### src/rtl/stopwatch_display.sv
// stopwatch_display
//   Converts the stopwatch time (milliseconds) into MM:SS.mmm digits with a
//   multi-cycle subtract-based converter, and drives the Nexys A7 8-digit
//   multiplexed seven-segment display. The display blinks while the
//   countdown-expired flag is high.
//
// Ports
//   clk       in   system clock (100 MHz)
//   rst       in   asynchronous active-high reset
//   t         in   [T_W-1:0] stopwatch time in ms, unsigned
//   zero      in   countdown expired; enables blinking
//   an        out  [7:0] digit anodes, active-low, an[7] leftmost (always blank)
//   seg       out  [6:0] segments {g,f,e,d,c,b,a}, active-low
//   dp        out  decimal point, active-low (lit after minutes and seconds)
//   ovf       out  displayed value is saturated at 99:59.999
//   cvt_done  out  one-cycle pulse, high the cycle after new digits commit
module stopwatch_display #(
  parameter int T_W         = 23,
  parameter int REFRESH_DIV = 100000,
  parameter int BLINK_DIV   = 25000000
) (
  input  logic           clk,
  input  logic           rst,
  input  logic [T_W-1:0] t,
  input  logic           zero,
  output logic [7:0]     an,
  output logic [6:0]     seg,
  output logic           dp,
  output logic           ovf,
  output logic           cvt_done
);

  localparam int RW      = (T_W > 23) ? T_W : 23;
  localparam int SCAN_W  = (REFRESH_DIV > 1) ? $clog2(REFRESH_DIV) : 1;
  localparam int BLINK_W = (BLINK_DIV > 1) ? $clog2(BLINK_DIV) : 1;

  localparam logic [RW-1:0] MS_PER_MIN = RW'(60000);
  localparam logic [RW-1:0] MS_MAX_REM = RW'(59999);
  localparam logic [RW-1:0] MS_PER_SEC = RW'(1000);
  localparam logic [RW-1:0] MS_100     = RW'(100);
  localparam logic [RW-1:0] MS_10      = RW'(10);

  typedef enum logic [2:0] {
    S_IDLE,
    S_MIN,
    S_SEC,
    S_BCD,
    S_COMMIT
  } state_t;

  state_t state_q, state_d;

  // Converter working registers. r holds the remaining milliseconds; after
  // SEC it is the ms field, and BCD reduces it further to the units digit.
  // mcnt/scnt likewise end up holding their own units digit.
  logic [RW-1:0] r_q, r_d;
  logic [6:0]    mcnt_q, mcnt_d;
  logic [5:0]    scnt_q, scnt_d;
  logic          sat_q, sat_d;
  logic [3:0]    min_t_q, min_t_d;
  logic [3:0]    sec_t_q, sec_t_d;
  logic [3:0]    ms_h_q, ms_h_d;
  logic [3:0]    ms_t_q, ms_t_d;
  logic          ms_ph_q, ms_ph_d;   // 0: extracting hundreds, 1: tens

  // Committed display digits, index matches the anode bit.
  logic [6:0][3:0] dig_q, dig_d;
  logic            ovf_q, ovf_d;
  logic            cvt_done_q, cvt_done_d;

  // Scan / blink timing.
  logic [SCAN_W-1:0]  scan_cnt_q, scan_cnt_d;
  logic [2:0]         slot_q, slot_d;
  logic [BLINK_W-1:0] blink_cnt_q, blink_cnt_d;
  logic               phase_on_q, phase_on_d;

  logic [7:0] an_q, an_d;
  logic [6:0] seg_q, seg_d;
  logic       dp_q, dp_d;

  // FSM strobes.
  logic cap_en, min_en, sec_en, bcd_en, commit_en;
  logic min_step, bcd_done;
  logic scan_wrap, blink_wrap, blank;
  logic [3:0] cur_dig;

  function automatic logic [6:0] seg_enc(input logic [3:0] d);
    case (d)
      4'd0:    seg_enc = 7'h40;
      4'd1:    seg_enc = 7'h79;
      4'd2:    seg_enc = 7'h24;
      4'd3:    seg_enc = 7'h30;
      4'd4:    seg_enc = 7'h19;
      4'd5:    seg_enc = 7'h12;
      4'd6:    seg_enc = 7'h02;
      4'd7:    seg_enc = 7'h78;
      4'd8:    seg_enc = 7'h00;
      4'd9:    seg_enc = 7'h10;
      default: seg_enc = 7'h7F;
    endcase
  endfunction

  assign min_step = (r_q >= MS_PER_MIN) && (mcnt_q < 7'd99);
  assign bcd_done = (mcnt_q < 7'd10) && (scnt_q < 6'd10) && ms_ph_q && (r_q < MS_10);

  // ---------------------------------------------------------------------------
  // FSM: next state
  // ---------------------------------------------------------------------------
  always_comb begin
    // NOTE: default first so every path assigns; otherwise a latch is inferred.
    state_d = state_q;
    case (state_q)
      S_IDLE:   state_d = S_MIN;
      S_MIN:    if (!min_step) state_d = S_SEC;
      S_SEC:    if (r_q < MS_PER_SEC) state_d = S_BCD;
      S_BCD:    if (bcd_done) state_d = S_COMMIT;
      S_COMMIT: state_d = S_IDLE;
      default:  state_d = S_IDLE;
    endcase
  end

  // ---------------------------------------------------------------------------
  // FSM: outputs (datapath strobes)
  // ---------------------------------------------------------------------------
  always_comb begin
    cap_en    = 1'b0;
    min_en    = 1'b0;
    sec_en    = 1'b0;
    bcd_en    = 1'b0;
    commit_en = 1'b0;
    case (state_q)
      S_IDLE:   cap_en    = 1'b1;
      S_MIN:    min_en    = 1'b1;
      S_SEC:    sec_en    = 1'b1;
      S_BCD:    bcd_en    = 1'b1;
      S_COMMIT: commit_en = 1'b1;
      default:  ;
    endcase
  end

  // ---------------------------------------------------------------------------
  // Converter datapath
  // ---------------------------------------------------------------------------
  always_comb begin
    r_d        = r_q;
    mcnt_d     = mcnt_q;
    scnt_d     = scnt_q;
    sat_d      = sat_q;
    min_t_d    = min_t_q;
    sec_t_d    = sec_t_q;
    ms_h_d     = ms_h_q;
    ms_t_d     = ms_t_q;
    ms_ph_d    = ms_ph_q;
    dig_d      = dig_q;
    ovf_d      = ovf_q;
    cvt_done_d = commit_en;

    if (cap_en) begin
      r_d     = RW'(t);
      mcnt_d  = '0;
      scnt_d  = '0;
      sat_d   = 1'b0;
      min_t_d = '0;
      sec_t_d = '0;
      ms_h_d  = '0;
      ms_t_d  = '0;
      ms_ph_d = 1'b0;
    end else if (min_en) begin
      if (min_step) begin
        r_d    = r_q - MS_PER_MIN;
        mcnt_d = mcnt_q + 7'd1;
      end else if (r_q >= MS_PER_MIN) begin
        // 99 minutes used up and time still remains: clamp to 99:59.999.
        sat_d  = 1'b1;
        mcnt_d = 7'd99;
        r_d    = MS_MAX_REM;
      end
    end else if (sec_en) begin
      if (r_q >= MS_PER_SEC) begin
        r_d    = r_q - MS_PER_SEC;
        scnt_d = scnt_q + 6'd1;
      end
    end else if (bcd_en) begin
      // All three fields reduce in parallel; the slowest one sets the exit.
      if (mcnt_q >= 7'd10) begin
        mcnt_d  = mcnt_q - 7'd10;
        min_t_d = min_t_q + 4'd1;
      end
      if (scnt_q >= 6'd10) begin
        scnt_d  = scnt_q - 6'd10;
        sec_t_d = sec_t_q + 4'd1;
      end
      if (!ms_ph_q) begin
        if (r_q >= MS_100) begin
          r_d    = r_q - MS_100;
          ms_h_d = ms_h_q + 4'd1;
        end else begin
          ms_ph_d = 1'b1;
        end
      end else if (r_q >= MS_10) begin
        r_d    = r_q - MS_10;
        ms_t_d = ms_t_q + 4'd1;
      end
    end else if (commit_en) begin
      // All digits and ovf load on the same edge, so no torn value is shown.
      dig_d = {min_t_q, mcnt_q[3:0], sec_t_q, scnt_q[3:0], ms_h_q, ms_t_q, r_q[3:0]};
      ovf_d = sat_q;
    end
  end

  // ---------------------------------------------------------------------------
  // Scan, blink and registered display outputs
  // ---------------------------------------------------------------------------
  always_comb begin
    scan_wrap   = (scan_cnt_q == SCAN_W'(REFRESH_DIV - 1));
    scan_cnt_d  = scan_wrap ? '0 : scan_cnt_q + SCAN_W'(1);
    slot_d      = scan_wrap ? slot_q - 3'd1 : slot_q;   // 7 -> 6 -> ... -> 0 -> 7

    blink_wrap  = (blink_cnt_q == BLINK_W'(BLINK_DIV - 1));
    blink_cnt_d = blink_wrap ? '0 : blink_cnt_q + BLINK_W'(1);
    // Outside blinking the phase is held on, so it restarts "on" when zero falls.
    phase_on_d  = !zero ? 1'b1 : (blink_wrap ? !phase_on_q : phase_on_q);

    case (slot_q)
      3'd6:    cur_dig = dig_q[6];
      3'd5:    cur_dig = dig_q[5];
      3'd4:    cur_dig = dig_q[4];
      3'd3:    cur_dig = dig_q[3];
      3'd2:    cur_dig = dig_q[2];
      3'd1:    cur_dig = dig_q[1];
      3'd0:    cur_dig = dig_q[0];
      default: cur_dig = 4'hF;
    endcase

    blank = zero && !phase_on_q;
    an_d  = 8'hFF;
    seg_d = 7'h7F;
    dp_d  = 1'b1;
    if (!blank && (slot_q != 3'd7)) begin
      an_d  = ~(8'd1 << slot_q);
      seg_d = seg_enc(cur_dig);
      dp_d  = !((slot_q == 3'd5) || (slot_q == 3'd3));
    end
  end

  // ---------------------------------------------------------------------------
  // State register
  // ---------------------------------------------------------------------------
  always_ff @(posedge clk or posedge rst) begin
    // NOTE: every flop, including the digit store, has a reset value so the
    // display and the converter start from a defined state on any reset.
    if (rst) begin
      state_q     <= S_IDLE;
      r_q         <= '0;
      mcnt_q      <= '0;
      scnt_q      <= '0;
      sat_q       <= 1'b0;
      min_t_q     <= '0;
      sec_t_q     <= '0;
      ms_h_q      <= '0;
      ms_t_q      <= '0;
      ms_ph_q     <= 1'b0;
      dig_q       <= '0;
      ovf_q       <= 1'b0;
      cvt_done_q  <= 1'b0;
      scan_cnt_q  <= '0;
      slot_q      <= 3'd7;
      blink_cnt_q <= '0;
      phase_on_q  <= 1'b1;
      an_q        <= 8'hFF;
      seg_q       <= 7'h7F;
      dp_q        <= 1'b1;
    end else begin
      // NOTE: non-blocking so every flop samples pre-edge values of the others.
      state_q     <= state_d;
      r_q         <= r_d;
      mcnt_q      <= mcnt_d;
      scnt_q      <= scnt_d;
      sat_q       <= sat_d;
      min_t_q     <= min_t_d;
      sec_t_q     <= sec_t_d;
      ms_h_q      <= ms_h_d;
      ms_t_q      <= ms_t_d;
      ms_ph_q     <= ms_ph_d;
      dig_q       <= dig_d;
      ovf_q       <= ovf_d;
      cvt_done_q  <= cvt_done_d;
      scan_cnt_q  <= scan_cnt_d;
      slot_q      <= slot_d;
      blink_cnt_q <= blink_cnt_d;
      phase_on_q  <= phase_on_d;
      an_q        <= an_d;
      seg_q       <= seg_d;
      dp_q        <= dp_d;
    end
  end

  assign an       = an_q;
  assign seg      = seg_q;
  assign dp       = dp_q;
  assign ovf      = ovf_q;
  assign cvt_done = cvt_done_q;

endmodule

### config.mk
export PLATFORM = sky130hd
export DESIGN_NAME = stopwatch_display
export DESIGN_NICKNAME = d
export VERILOG_FILES = /design/src/rtl/stopwatch_display.sv
export SDC_FILE = /design/constraint.sdc
export NUM_CORES = 1
export LEC_CHECK = 0
export BUFFER_PORTS_ARGS = -buffer_cell sky130_fd_sc_hd__buf_2
export CAP_MARGIN = 5
export CORE_ASPECT_RATIO = 1.1
export CORE_UTILIZATION = 55
export CTS_CLUSTER_DIAMETER = 200
export DETAILED_ROUTE_END_ITERATION = 16
export GPL_ROUTABILITY_DRIVEN = 1
export GPL_TIMING_DRIVEN = 0
export HOLD_SLACK_MARGIN = 0.12
export PLACE_DENSITY = 0.76
export SLEW_MARGIN = 15
export SYNTH_ARGS = -nofsm -noshare
export SYNTH_HDL_FRONTEND = slang
export SYNTH_SLANG_ARGS = --single-unit
### constraint.sdc
create_clock -name clk -period 5.1 [get_ports clk]
set_input_delay 0.255 -clock clk [delete_from_list [all_inputs] [get_ports clk]]
set_output_delay 0.255 -clock clk [all_outputs]
set_load 0.01 [all_outputs]
After elaboration in Yosys (flattened, before gate mapping)
Memory sizes are Yosys's and may differ from the RTL's.
Index checks and enable logic that the tools add are counted.
- flip-flop bits (word level): 149
- ROM bits: 112
- output and inout bits: 18
- logic and storage cells: 194
- memories: 1
- $add $sub $neg: 15
- $lt $le $gt $ge: 11
- eq/ne operators: 26
- shifts and indexed selects: 1
- mux-type cells: 72
- bitwise operators: 5
- reduce and logical (&&, ||, !) cells: 37
- memory list (name ; words ; width ; rd ports ; clocked after memory_dff ; write ports ; RTL line ; text):
    (name not given) ; 16 ; 7 ; 1 ; 0 ; 0 ; 88 ; case (d)
- operators by type and width (kind ; number):
    $mux 23 ; 10
    $mux 4 ; 22
    $mux 7 ; 8
    $mux 6 ; 6
    $pmux 4 s7 ; 1
    $add 25x1->25 const B ; 1
    $eq 25x25->1 const B ; 1
    $mux 25 ; 1
    $ge 23x10->1 const B ; 1
    $ge 23x16->1 const B ; 1
    $ge 23x4->1 const B ; 1
    $ge 23x7->1 const B ; 1
    $lt 23x10->1 const B ; 1
    $lt 23x4->1 const B ; 1
    $sub 23x10->23 const B ; 1
    $sub 23x16->23 const B ; 1
    $sub 23x4->23 const B ; 1
    $sub 23x7->23 const B ; 1
    $reduce_and 5->1 ; 4
    $mux 1 ; 18
    $add 17x1->17 const B ; 1
    $eq 17x17->1 const B ; 1
    $mux 17 ; 1
    $add 4x1->4 const B ; 4
    36 further kinds ; 78

Depth between registers and ports, before layout
- depth after elaboration: 7
- depth in mapped cells: 13

Least setup slack after synthesis
Ideal clock, no wire load.
- path type: flip-flop to flip-flop
- start point: register r_q[13]
- end point: register r_q[5]
- library setup time: 126 ps
- arrival time: 2635 ps
- required time: 4974 ps
- setup slack: 2339 ps
- cell stages (with the launch flop): 10
- path buffers: 2
- period minus slack after synthesis: 2761 ps
- cell sequence: dfrtp_1 > buf_6 > or4_4 > or3_1 > buf_2 > o311ai_2 > nand2b_1 > a211o_2 > a21o_1 > a221o_1
- longest elaborated chain between the ends: 5
- elaborated cells between the ends (all ways): 13
- classes of those cells: order compare (4); eq/ne (3); mux (3); reduce/logical (3)
- RTL lines (element ; RTL line ; text):
    start, declared ; 56 ; logic [RW-1:0] r_q, r_d;
    start signal, assigned ; 276 ; r_q <= r_d;
    parallel branches: the longest is 5 deep, another holds $ge 23x16->1 ; n/a ;
Parallel ways; which one is timed is not known.
A chain may end at the register's enable or synchronous reset.

Worst setup path in the final report
- start point: register r_q[4]
- end point: register r_q[1]
Same word-level chain as after synthesis.

==> results.toml <==
[outcome]
status = "finished clean"

[floorplanning]
io_pins = 44
coreArea_um2 = 15290
rows = 47
die_h_um = 134.2
die_area_um2 = 16390
start_util = 0.5713
fp.dieW_um = 122.2

[hold_path]
min_path_type = "in2reg"

[cts]
cts_max_level = 4
cts_made_buffers = 17
cts.sinks = 149
post-cts-setup-buffer-count = 0
path_clk_slew_ps = 70
cts.root.buffer_cell = "clkbuf_16"
tritoncts = "built"
clock_path_buffers = 2
cts_resized = 0
clock_latency_ps = 430
cts_hold_buf = 6

[routing]
via_per_inst = 6.264
wire_per_inst_um = 18.98
dr.pass1.iters = 7
drtIter0Drc = 789
drtAntennaViolNets = 0
routed_wl_mm = 22.96
drc_errors = 0
vias = 7579

[final_layout]
fin_nets = 1064
diodes = 0
regArea_um2 = 3754
final_cell_mix = "129 x dfrtp_1, 98 x nor2_1, 86 x nand2_1, 49 x clkbuf_1, 48 x buf_2"
post-route-cell-area_um2 = 9936
multi_input_area_um2 = 4631
drive_above_1_share = 0.1538
syn_to_final_growth_pct = 13.75
final_common_cell = "dfrtp_1"
fin_cells = 1210
fill_cells = 1252

[critical_path]
path_cells = "clkbuf_1 > inv_1 > ha_1 > and3b_1 > nand4_1 > o211a_1 > buf_2 > or3_1 > clkbuf_1 > clkbuf_1 > o2111ai_1 > mux2i_1"
path_buf_inv = 5
crit_type = "reg2reg"
r2r_slack_ps = 1410
worstPathRequired_ps = 5410
crit_top_cell = "clkbuf_1"
start_kind = "flop"
arrival_ps = 4000
crit_fanout = 10
cp_top_family = "buffers and inverters"
slowest_stage = "clkbuf_1"
cp-end-kind = "flop"
critPathMaxStageDelay_ps = 590

[synth]
post_synth_xor_area_fraction = 0.05816
async_flop_share = 1.000
synthCells = 932
ys_ff_latch = 149
synthSimpleGateAreaFrac = 0.1816
synth_nets = 995
synth_top_family_by_area = "simple AND/OR/NAND/NOR gates"
yosysTopAreaCellShare = 0.3696
synth_compound_area_frac = 0.1791
synth_warnings = 0
yosysSeqAreaShare = 0.4297
synth_edf_count = 0
avgSynthCellArea_um2 = 9.372
synthDistinctLibCells = 84
synth_area_um2 = 8735
yosysTopAreaCell = "dfrtp_1"
muxShareOfSynthArea = 0.05773
synthAdderAreaFrac = 0.05300
synth_area_leaders = "dfrtp_1 37%, dfstp_2 6.0%, ha_1 5.3%"
synth_ff_type = "dfrtp_1"

[sta]
finalCriticalPeriod_ps = 3693
worst_slew_pin_slew_ps = 962.7
skew_ps = 7.879
fmax_mhz = 270.8
setup_viol_count_final = 0
hold_viol = 0
slew_viol_final = 0
finalCritPeriodShare = 0.7242
fin_hold_ws_ps = 121.4
slew_headroom = 0.3543
finalWorstSetupSlack_ps = 1407
rsz0062_at_grt = "no"

[global_route]
grt_max_degree = 103
grt-ovfl-total = 0
grt_first_pass_wirelength_mm = 37.66
grt_pass1_vias = 7444
grtUsageTotal = 0.2983
antenna_found_initial = 0

[pwr]
leakage_nw = 4.364
power.total_mw = 5.913
max-vdd-ir-drop_v = 0.0003549
power.density_nw_per_um2 = 595.2

[place]
hpwlAfterDp_mm = 15.63
pre_cts_slack_ps = 1516
dp.cells = 1172
gp_congestion = 0.9512
place_area_um2 = 9230
io_buffers = 43

[job]
drv_cap = 0
==> final cells by class <==
type | instances | area share
well taps | 196 | 0.02468
clock inverters | 13 | 0.01927
repair buffers | 50 | 0.03047
multi-input cells | 695 | 0.4661
inverters | 31 | 0.01247
clock buffers | 19 | 0.04559
flip-flops and latches | 149 | 0.3778
plain buffers | 57 | 0.02367
==> kinds of logic (layout without fill, tap and decap cells) <==
| kind of cell | count (synthesis) | in the layout |
|---|---|---|
| and+or+nand+nor | 329 | 329 |
| AOI/OAI and AO/OA | 224 | 224 |
| DFF | 149 | 149 |
| buffers and inverters | 88 | 170 |
| xor gates and xnor gates | 58 | 58 |
| muxes | 46 | 46 |
| adders and majority gates | 37 | 37 |
| other | 1 | 1 |
==> through the flow <==
| stage | utilization | TNS (ps) |
|---|---|---|
| floorplan | - | 0 |
| global placement | 0.6014 | -97480 |
| detailed placement | 0.6037 | 0 |
| CTS | 0.6498 | 0 |
| global route | 0.6498 | 0 |
| finish | 0.6498 | 0 |
==> power by group <==
group	switching (mW)	leakage [nW]	internal (mW)	total, mW
logic	1.69	2.17	1.04	2.74
clock network	0.530	0.319	0.852	1.38
registers	0.294	1.87	1.50	1.79
total	2.52	4.36	3.39	5.91
==> tightest hold or removal path, delay by kind of cell <==
kind,cells,cell delay [ps]
compound gates,2,190
buf+inv,1,70
==> metal layers <==
metal  share of wire  vias to the layer above  routed length [µm]  GRT usage
met5               0                        -                   0          0
met4           0.036                        0                 827     0.1369
met3           0.066                       74                1525    0.05570
met2            0.46                      325               10610     0.4692
met1            0.44                     3666                9996     0.3982
li1                -                     3514                   -          -
==> synthesized netlist by cell type (all sizes together) (14+ instances only) <==
cell type / n
nor2: 98
ha: 37
clkbuf: 49
dfrtp: 129
xor2: 33
mux2: 35
nor3: 17
dfstp: 20
xnor2: 25
nand2: 86
and3: 14
o21ai: 50
nand3: 35
nand4: 16
a21oi: 46
inv: 31
==> state kept, by name (all words and copies together), names as in the netlist, 6 cells and up <==
register     cells
an               8
blink_cnt_q     25
r_q             23
seg              7
scnt_q           6
mcnt_q           7
scan_cnt_q      17
dig_q           28
==> worst paths after layout <==
path / start / end / cells past startpoint
setup / recovery: r_q[4] / r_q[1] / 12
hold / removal: t[12] / r_q[12] / 3
setup reg to reg: r_q[4] / r_q[1] / 12
hold reg to reg: scan_cnt_q[4] / scan_cnt_q[4] / 1
max in group asynchronous: rst / an[2] / 4
min in group asynchronous: rst / r_q[6] / 3
Note: power is estimated with default switching activity, not from simulation.
